File: src/rtl/fib_even_filter.sv
// Keeps the even terms of an incoming Fibonacci stream in a small first-word-fall-through
// FIFO. Counts the even terms lost to a full FIFO and latches a flag when the stream wraps.
module fib_even_filter #(
  parameter int WIDTH = 32,
  parameter int DEPTH = 4
) (
  input  logic                     clk,
  input  logic                     reset,
  input  logic [WIDTH-1:0]         in_data,
  input  logic                     in_valid,
  output logic [WIDTH-1:0]         out_data,
  output logic                     out_valid,
  input  logic                     out_ready,
  output logic [$clog2(DEPTH):0]   count,
  output logic [15:0]              drop_cnt,
  output logic                     wrap_flag
);

  localparam int              AW         = $clog2(DEPTH);
  localparam logic [AW:0]     FULL_COUNT = (AW+1)'(DEPTH);
  localparam logic [15:0]     DROP_MAX   = 16'hFFFF;

  logic [WIDTH-1:0] mem [DEPTH];
  logic [AW-1:0]    wr_ptr;
  logic [AW-1:0]    rd_ptr;
  logic [WIDTH-1:0] prev_data;
  logic             prev_valid;

  logic is_even;
  logic full;
  logic pop;
  logic push;
  logic drop;

  // A full FIFO still accepts a term when its head leaves in the same cycle.
  always_comb begin
    is_even = in_valid && !in_data[0];
    full    = (count == FULL_COUNT);
    pop     = out_valid && out_ready;
    push    = is_even && (!full || pop);
    drop    = is_even && full && !pop;
  end

  assign out_valid = (count != '0);
  assign out_data  = out_valid ? mem[rd_ptr] : '0;

  // NOTE: storage is left unreset; pointers and count alone decide which entries are live.
  always_ff @(posedge clk) begin
    if (push && !reset) begin
      mem[wr_ptr] <= in_data;
    end
  end

  // NOTE: non-blocking assignments keep every register update reading pre-edge values.
  always_ff @(posedge clk) begin
    if (reset) begin
      wr_ptr     <= '0;
      rd_ptr     <= '0;
      count      <= '0;
      drop_cnt   <= '0;
      wrap_flag  <= 1'b0;
      prev_valid <= 1'b0;
    end else begin
      if (push) begin
        wr_ptr <= wr_ptr + 1'b1;
      end
      if (pop) begin
        rd_ptr <= rd_ptr + 1'b1;
      end

      case ({push, pop})
        2'b10:   count <= count + 1'b1;
        2'b01:   count <= count - 1'b1;
        default: count <= count;
      endcase

      if (drop && (drop_cnt != DROP_MAX)) begin
        drop_cnt <= drop_cnt + 1'b1;
      end

      // A decrease between consecutive valid terms means the generator overflowed.
      if (in_valid) begin
        if (prev_valid && (in_data < prev_data)) begin
          wrap_flag <= 1'b1;
        end
        prev_data  <= in_data;
        prev_valid <= 1'b1;
      end
    end
  end

endmodule
File: config.mk
export PLATFORM = sky130hd
export DESIGN_NAME = fib_even_filter
export DESIGN_NICKNAME = d
export VERILOG_FILES = /design/src/rtl/fib_even_filter.sv
export SDC_FILE = /design/constraint.sdc
export NUM_CORES = 1
export LEC_CHECK = 0
export ABC_AREA = 1
export CAP_MARGIN = 40
export CORE_MARGIN = 10
export CORE_UTILIZATION = 51
export CTS_CLUSTER_DIAMETER = 40
export DETAILED_ROUTE_END_ITERATION = 8
export GPL_TIMING_DRIVEN = 0
export PLACE_DENSITY = 0.86
export SLEW_MARGIN = 20
export SYNTH_ARGS = -nofsm -noshare
export SYNTH_HDL_FRONTEND = slang
export SYNTH_SLANG_ARGS = --single-unit
File: constraint.sdc
create_clock -name clk -period 2.9 [get_ports clk]
set_input_delay 0.58 -clock clk [delete_from_list [all_inputs] [get_ports clk]]
set_output_delay 0.58 -clock clk [all_outputs]
set_load 0.005 [all_outputs]
==> qor.csv, run 1 <==
metric;value;unit
status;finished with violations;
violations;setup timing;
drt_iter0_drc;508;
clock_latency;0.43;ns
clk_pin_slew;0.07;ns
postCtsSetupBuffers;0;
die_width;146;um
htreeDepth;4;
cts_root_buf;clkbuf_16;
grt_use_total;16.9;%
synth_compound_area_share;10.2;%
synth-xor-area-share;0.216;%
ys_seq_area_share;66.0;%
dpl.hpwl;12.4;mm
cts_sinks;187;
grt_overflow;0;
worstHoldStart;rd_ptr[1]$_SDFFE_PP0N_;
worstSetupEndpointType;primary output;
synth_edf_count;160;
leakage;3.70;nW
worstMarginPinSlew;0.559;ns
period_share;100;%
drt-wirelength-per-cell;17.2;um
drtPass1Iterations;5;
synth_commonest_cells;edfxtp_1, nor2_1, o21ai_0, inv_1, a21oi_1;
worstPathMaxFanout;10;
maxSlewViolCount;0;
synth-simple-area-share;12.6;%
synthAdderAreaFrac;5.96;%
synth_top_family_by_area;simple AND/OR/NAND/NOR gates;
drive_above_1_share;11.1;%
start_util;51.5;%
netlist.area_leader.share;59.3;%
muxShareOfSynthArea;0;%
ys_ff_latch;187;
coreArea;15700;um2
fp.dieH;146;um
ant_nets;0;
rows;46;
crit_type;reg2out;
reg2reg_slack;0.65;ns
fin_ws;-0.00566;ns
required;2.32;ns
r2r-end;count[2]$_SDFFE_PP0P_;
fin_skew;0.0130;ns
clockBufferDepth;2;
num-nets-final;905;
via_per_inst;5.32;
antenna_found_initial;0;
cp.arrival;2.33;ns
synth_area;8100;um2
syn_inst;720;
min_path_cells;2;
grt_pass1_wl;29.0;mm
holdWs;0.462;ns
regToRegStartpoint;count[2]$_SDFFE_PP0P_;
n_antenna_cell;0;
io_pins;89;
async_reset_ff_share;0;%
p_per_area;674;nW/um2
synthDistinctLibCells;36;
gp_routability_congestion;0.853;
slew_headroom;62.7;%
max_freq;344;MHz
tritoncts;yes;
syn2layout_area_growth;23.8;%
synth_fp_nets;794;
dieArea;21300;um2
yosys_warnings;0;
io_buffers;88;
ff2ff_path_depth;11;
grt_max_degree;25;
synth_top_cell_by_area;edfxtp_1;
vias;5643;
drc;0;
finalHoldViolCount;0;
grt_pass1_vias;5821;
synthTopCellsByArea;edfxtp_1, nor2_1, dfxtp_1;
start_kind;flip-flop;
totalWireLength;18.2;mm
setup_tns;-0.00566;ns
synth_most_common_cell;edfxtp_1;
cts_buffers;17;
finalSetupViolCount;1;
avgSynthCellArea;11.2;um2
hp-class;reg2reg;
min_period;2.91;ns
drv_cap;0;
ir_drop;0.000400;V
synth_ff_type;edfxtp_1;
cells in the final DEF (no fill, tap or decap), types with 5 or more instances in the layout:
cell               n
inv_6              8
nor2_1           143
nand2_1           44
clkdlybuf4s50_1   87
clkbuf_16         17
ha_1              37
a21oi_1           67
nand4_1            5
edfxtp_1         160
nand3_1           11
inv_1             71
dfxtp_1           25
clkbuf_2           8
o21ai_0           81
nor2_4             9
registers in the layout, summed over array words and instances (netlist names), named ones only:
register,flops
prev_valid,1
wr_ptr,2
mem,128
drop_cnt,16
prev_data,32
count,3
rd_ptr,2
wrap_flag,1
timing repair:
action / in CTS / in global routing
setup endpoints to repair: 31 / 29
hold endpoints to repair: 0 / 0
gates cloned: 0 / 0
resized for setup: 17 / 21
hold buffers: 0 / 0
pin swaps: 1 / 5
where the power goes:
group	switching (mW)	total, mW	internal [mW]	leakage (nW)
Sequential	0.0446	3.05	3.01	1.68
Combinational	0.841	1.52	0.682	1.76
Clock	1.05	2.18	1.13	0.271
Total	1.94	6.75	4.82	3.70
per-layer routing:
metal / global-route usage, % / wire, um
met3: 5.66 / 1550
met1: 19.8 / 7500
met4: 5.56 / 174
met5: 0 / 0
met2: 28.7 / 8970
worst max path at each step:
stage | from | endpoint | cells after the start
global placement | in_data[0] | mem[2][8]$_DFFE_PP_ | 4
detailed placement | in_data[0] | mem[0][10]$_DFFE_PP_ | 5
global route | flip-flop | out_data[21] | 7
CTS | flip-flop | out_data[11] | 5
floorplan | in_valid | mem[0][0]$_DFFE_PP_ | 4
finish | flip-flop | out_data[21] | 7
cell families after synthesis:
group           after synthesis
compound gates              160
xor+xnor                      2
fa+ha+maj                    38
buf+inv                     102
flops                       187
simple gates                231
through the flow:
step | area, um2 | util (%) | std cells | setup WS (ns) | power [mW]
finish | 10000 | 63.8 | 1060 | -0.00566 | 6.75
global route | 10000 | 63.8 | 1060 | -0.110 | 7.03
CTS | 9990 | 63.6 | 1060 | 0.0154 | 6.74
detailed placement | 9410 | 59.9 | 1029 | 0.000490 | 4.57
global placement | 9250 | 58.9 | 1024 | -1.36 | 4.50
floorplan | 8100 | - | 720 | 0.185 | 3.77
worst max-delay path, stage by stage (launching register included):
cell             delay [ns]
dfxtp_2                0.38
buf_6                  0.16
buf_4                  0.21
nor2_1                 0.08
nor2_1                 0.13
o21ai_0                0.12
a21oi_1                0.26
clkdlybuf4s50_1        0.56
area by class of cell:
cell class                 instances  area, um2
buffer                            26        174
inverter                          75        288
clock buffer                      17        425
clock inverter                    15        131
timing repair buffer              93       1010
multi-input combinational        431       2380
sequential                       187       5350
tap                              216        270
fill                            1111       5680
Power figures use the tool's default switching activity.
==> run 2, diff against run 1 <==
--- a/config.mk
+++ b/config.mk
@@ -8,11 +8,12 @@
 export ABC_AREA = 1
 export CAP_MARGIN = 40
 export CORE_MARGIN = 10
-export CORE_UTILIZATION = 51
+export CORE_UTILIZATION = 53
+export CTS_BUF_LIST = sky130_fd_sc_hd__clkbuf_8
 export CTS_CLUSTER_DIAMETER = 40
 export DETAILED_ROUTE_END_ITERATION = 8
 export GPL_TIMING_DRIVEN = 0
-export PLACE_DENSITY = 0.86
+export PLACE_DENSITY = 0.89
 export SLEW_MARGIN = 20
 export SYNTH_ARGS = -nofsm -noshare
 export SYNTH_HDL_FRONTEND = slang
==> qor.csv, run 2 (synthesis gave the netlist of run 1 again) <==
metric;value;unit;change
placed_area;9380;um2;-0.37%
clock_latency;0.47;ns;+0.04 ns
reg_top3;mem: 128 flops, prev_data: 32 flops, drop_cnt: 16 flops;;
antenna_found_initial;2;;+2
io_buffers;88;;unchanged
regToRegStartpoint;count[2]$_SDFFE_PP0P_;;
pwr-share-seq;48.6;%;+3.4 points
power.switching;1.81;mW;-6.4%
endpoint;out_data[1];;
vias;5613;;-0.53%
grt_use_total;18.1;%;+1.1 points
via_per_inst;5.43;;+2.1%
io_pins;89;;unchanged
internal_power;4.45;mW;-7.6%
final_common_cell;edfxtp_1;;
syn2layout_area_growth;21.6;%;
die_width;144;um;-1.6%
layout_common_cells;edfxtp_1, nor2_1, clkdlybuf4s50_1;;
max_freq;353;MHz;+2.7%
dpl.hpwl;12.6;mm;+1.2%
worstMarginPinSlew;0.638;ns;+0.0789 ns
grt_pass1_wl;28.6;mm;-1.4%
power;6.26;mW;-7.3%
htreeDepth;4;;unchanged
cts_sinks;187;;unchanged
drv_cap;0;;unchanged
start_kind;flip-flop;;
dieArea;20600;um2;-3.3%
pre_cts_slack;-0.124;ns;-0.124 ns
clk_pin_slew;0.09;ns;+0.02 ns
grt_overflow;0;;unchanged
ant_nets;0;;unchanged
grt_pass1_vias;5521;;-5.2%
holdWs;0.471;ns;+0.00931 ns
drc;0;;unchanged
start_util;53.7;%;+2.1 points
coreArea;15100;um2;-4.0%
fp.dieH;144;um;-1.6%
crit_chain;buf_6, clkbuf_4, nor2_1, nor2_1, o21ai_0, a21oi_1, clkdlybuf4s50_1;;
drt-wirelength-per-cell;17.6;um;+2.3%
drtPass1Iterations;4;;-1
gp_routability_congestion;0.873;;+2.3%
ir_drop;0.000326;V;-18%
fin_ws;0.0698;ns;+0.0755 ns
cts_root_buf;clkbuf_8;;
cts_buffers;17;;unchanged
num-nets-final;905;;unchanged
final_core_util;65.3;%;+1.4 points
r2r-end;count[2]$_SDFFE_PP0P_;;
sw_frac_of_total;29.0;%;+0.28 points
cp.arrival;2.25;ns;-0.08 ns
critPathMostFrequentCell;nor2_1;;
finalSetupViolCount;0;;-1
fin_skew;0.0145;ns;+0.00150 ns
status;finished clean;;
final_area;9850;um2;-1.8%
grt_max_degree;25;;unchanged
slowest_stage;clkdlybuf4s50_1;;
period_share;97.6;%;-2.6 points
min_period;2.83;ns;-0.0755 ns
leakage;3.66;nW;-1.3%
finalHoldViolCount;0;;unchanged
largest_register_ff_count;128;;unchanged
combPwrFrac;24.5;%;+1.9 points
drt_iter0_drc;403;;-21%
slowest_delay;0.54;ns;-0.02 ns
totalWireLength;18.1;mm;-0.29%
reg2reg_slack;0.58;ns;-0.07 ns
slew_headroom;57.4;%;-5.3 points
p_per_area;636;nW/um2;-5.6%
crit_type;reg2out;;
tritoncts;yes;;
clkPwrFrac;26.8;%;-5.5 points
top_register;mem;;
maxSlewViolCount;0;;unchanged
rows;45;;-2.2%
worstHoldStart;drop_cnt[15]$_SDFFE_PP0P_;;
ff2ff_path_depth;11;;unchanged
worstSetupEndpointType;primary output;;
drive_above_1_share;11.1;%;unchanged
hp-class;reg2reg;;
worstPathMaxFanout;10;;unchanged
clockBufferDepth;2;;unchanged
required;2.32;ns;about the same
postCtsSetupBuffers;0;;unchanged
==> run 2: power by group through the flow <==
stage	logic (mW)	clock network (mW)	registers (mW)
floorplan	0.673	0	3.09
global placement	1.40	0	3.10
detailed placement	1.47	0	3.10
CTS	1.51	1.69	3.04
global route	1.68	1.80	3.05
finish	1.54	1.68	3.05
==> run 2: cell type report <==
class / instances / area, um2
multi-input combinational: 431 / 2390
antenna: 1 / 2.50
timing repair buffer: 93 / 1010
clock inverter: 15 / 153
fill: 1043 / 5240
inverter: 75 / 288
clock buffer: 17 / 234
tap: 188 / 235
sequential: 187 / 5350
buffer: 26 / 181
==> run 2: worst max-delay path, delay by kind of cell (launching register included) <==
| family | cells | cell delay [ns] |
|---|---|---|
| buf+inv | 3 | 0.95 |
| flops | 1 | 0.39 |
| compound gates | 2 | 0.30 |
| simple gates | 2 | 0.13 |
==> run 2: per-layer routing <==
layer / vias up / track usage, % / share of wire [%]
met1: 2644 / 21.1 / 39
met2: 230 / 29.8 / 49
met3: 32 / 6.04 / 9.4
met4: 2 / 7.63 / 2.0
met5: - / 0 / 0.044
li1: 2705 / - / -
==> run 2: metrics by stage <==
stage | TNS (ns) | instances
2_1_floorplan | 0 | 720
3_3_place_gp | -197.77 | 996
3_5_place_dp | -3.84 | 1001
4_1_cts | -0.0114 | 1032
5_1_grt | -0.0274 | 1032
6_report | 0 | 1033
==> run 2: how the worst min path moves through the flow <==
stage / cells after the start / slack [ns] / endpoint
2_1_floorplan: 2 / 0.43 / prev_valid$_SDFFE_PP0P_
3_3_place_gp: 2 / 0.44 / prev_valid$_SDFFE_PP0P_
3_5_place_dp: 2 / 0.46 / drop_cnt[15]$_SDFFE_PP0P_
4_1_cts: 2 / 0.48 / drop_cnt[15]$_SDFFE_PP0P_
5_1_grt: 2 / 0.50 / drop_cnt[15]$_SDFFE_PP0P_
6_report: 2 / 0.47 / drop_cnt[15]$_SDFFE_PP0P_
==> run 2: timing repair <==
action,4_1_cts,5_1_grt
pin swaps,1,4
hold buffers,0,0
gates resized for setup,23,18
setup endpoints to repair,32,26
endpoints found under the hold margin,0,0
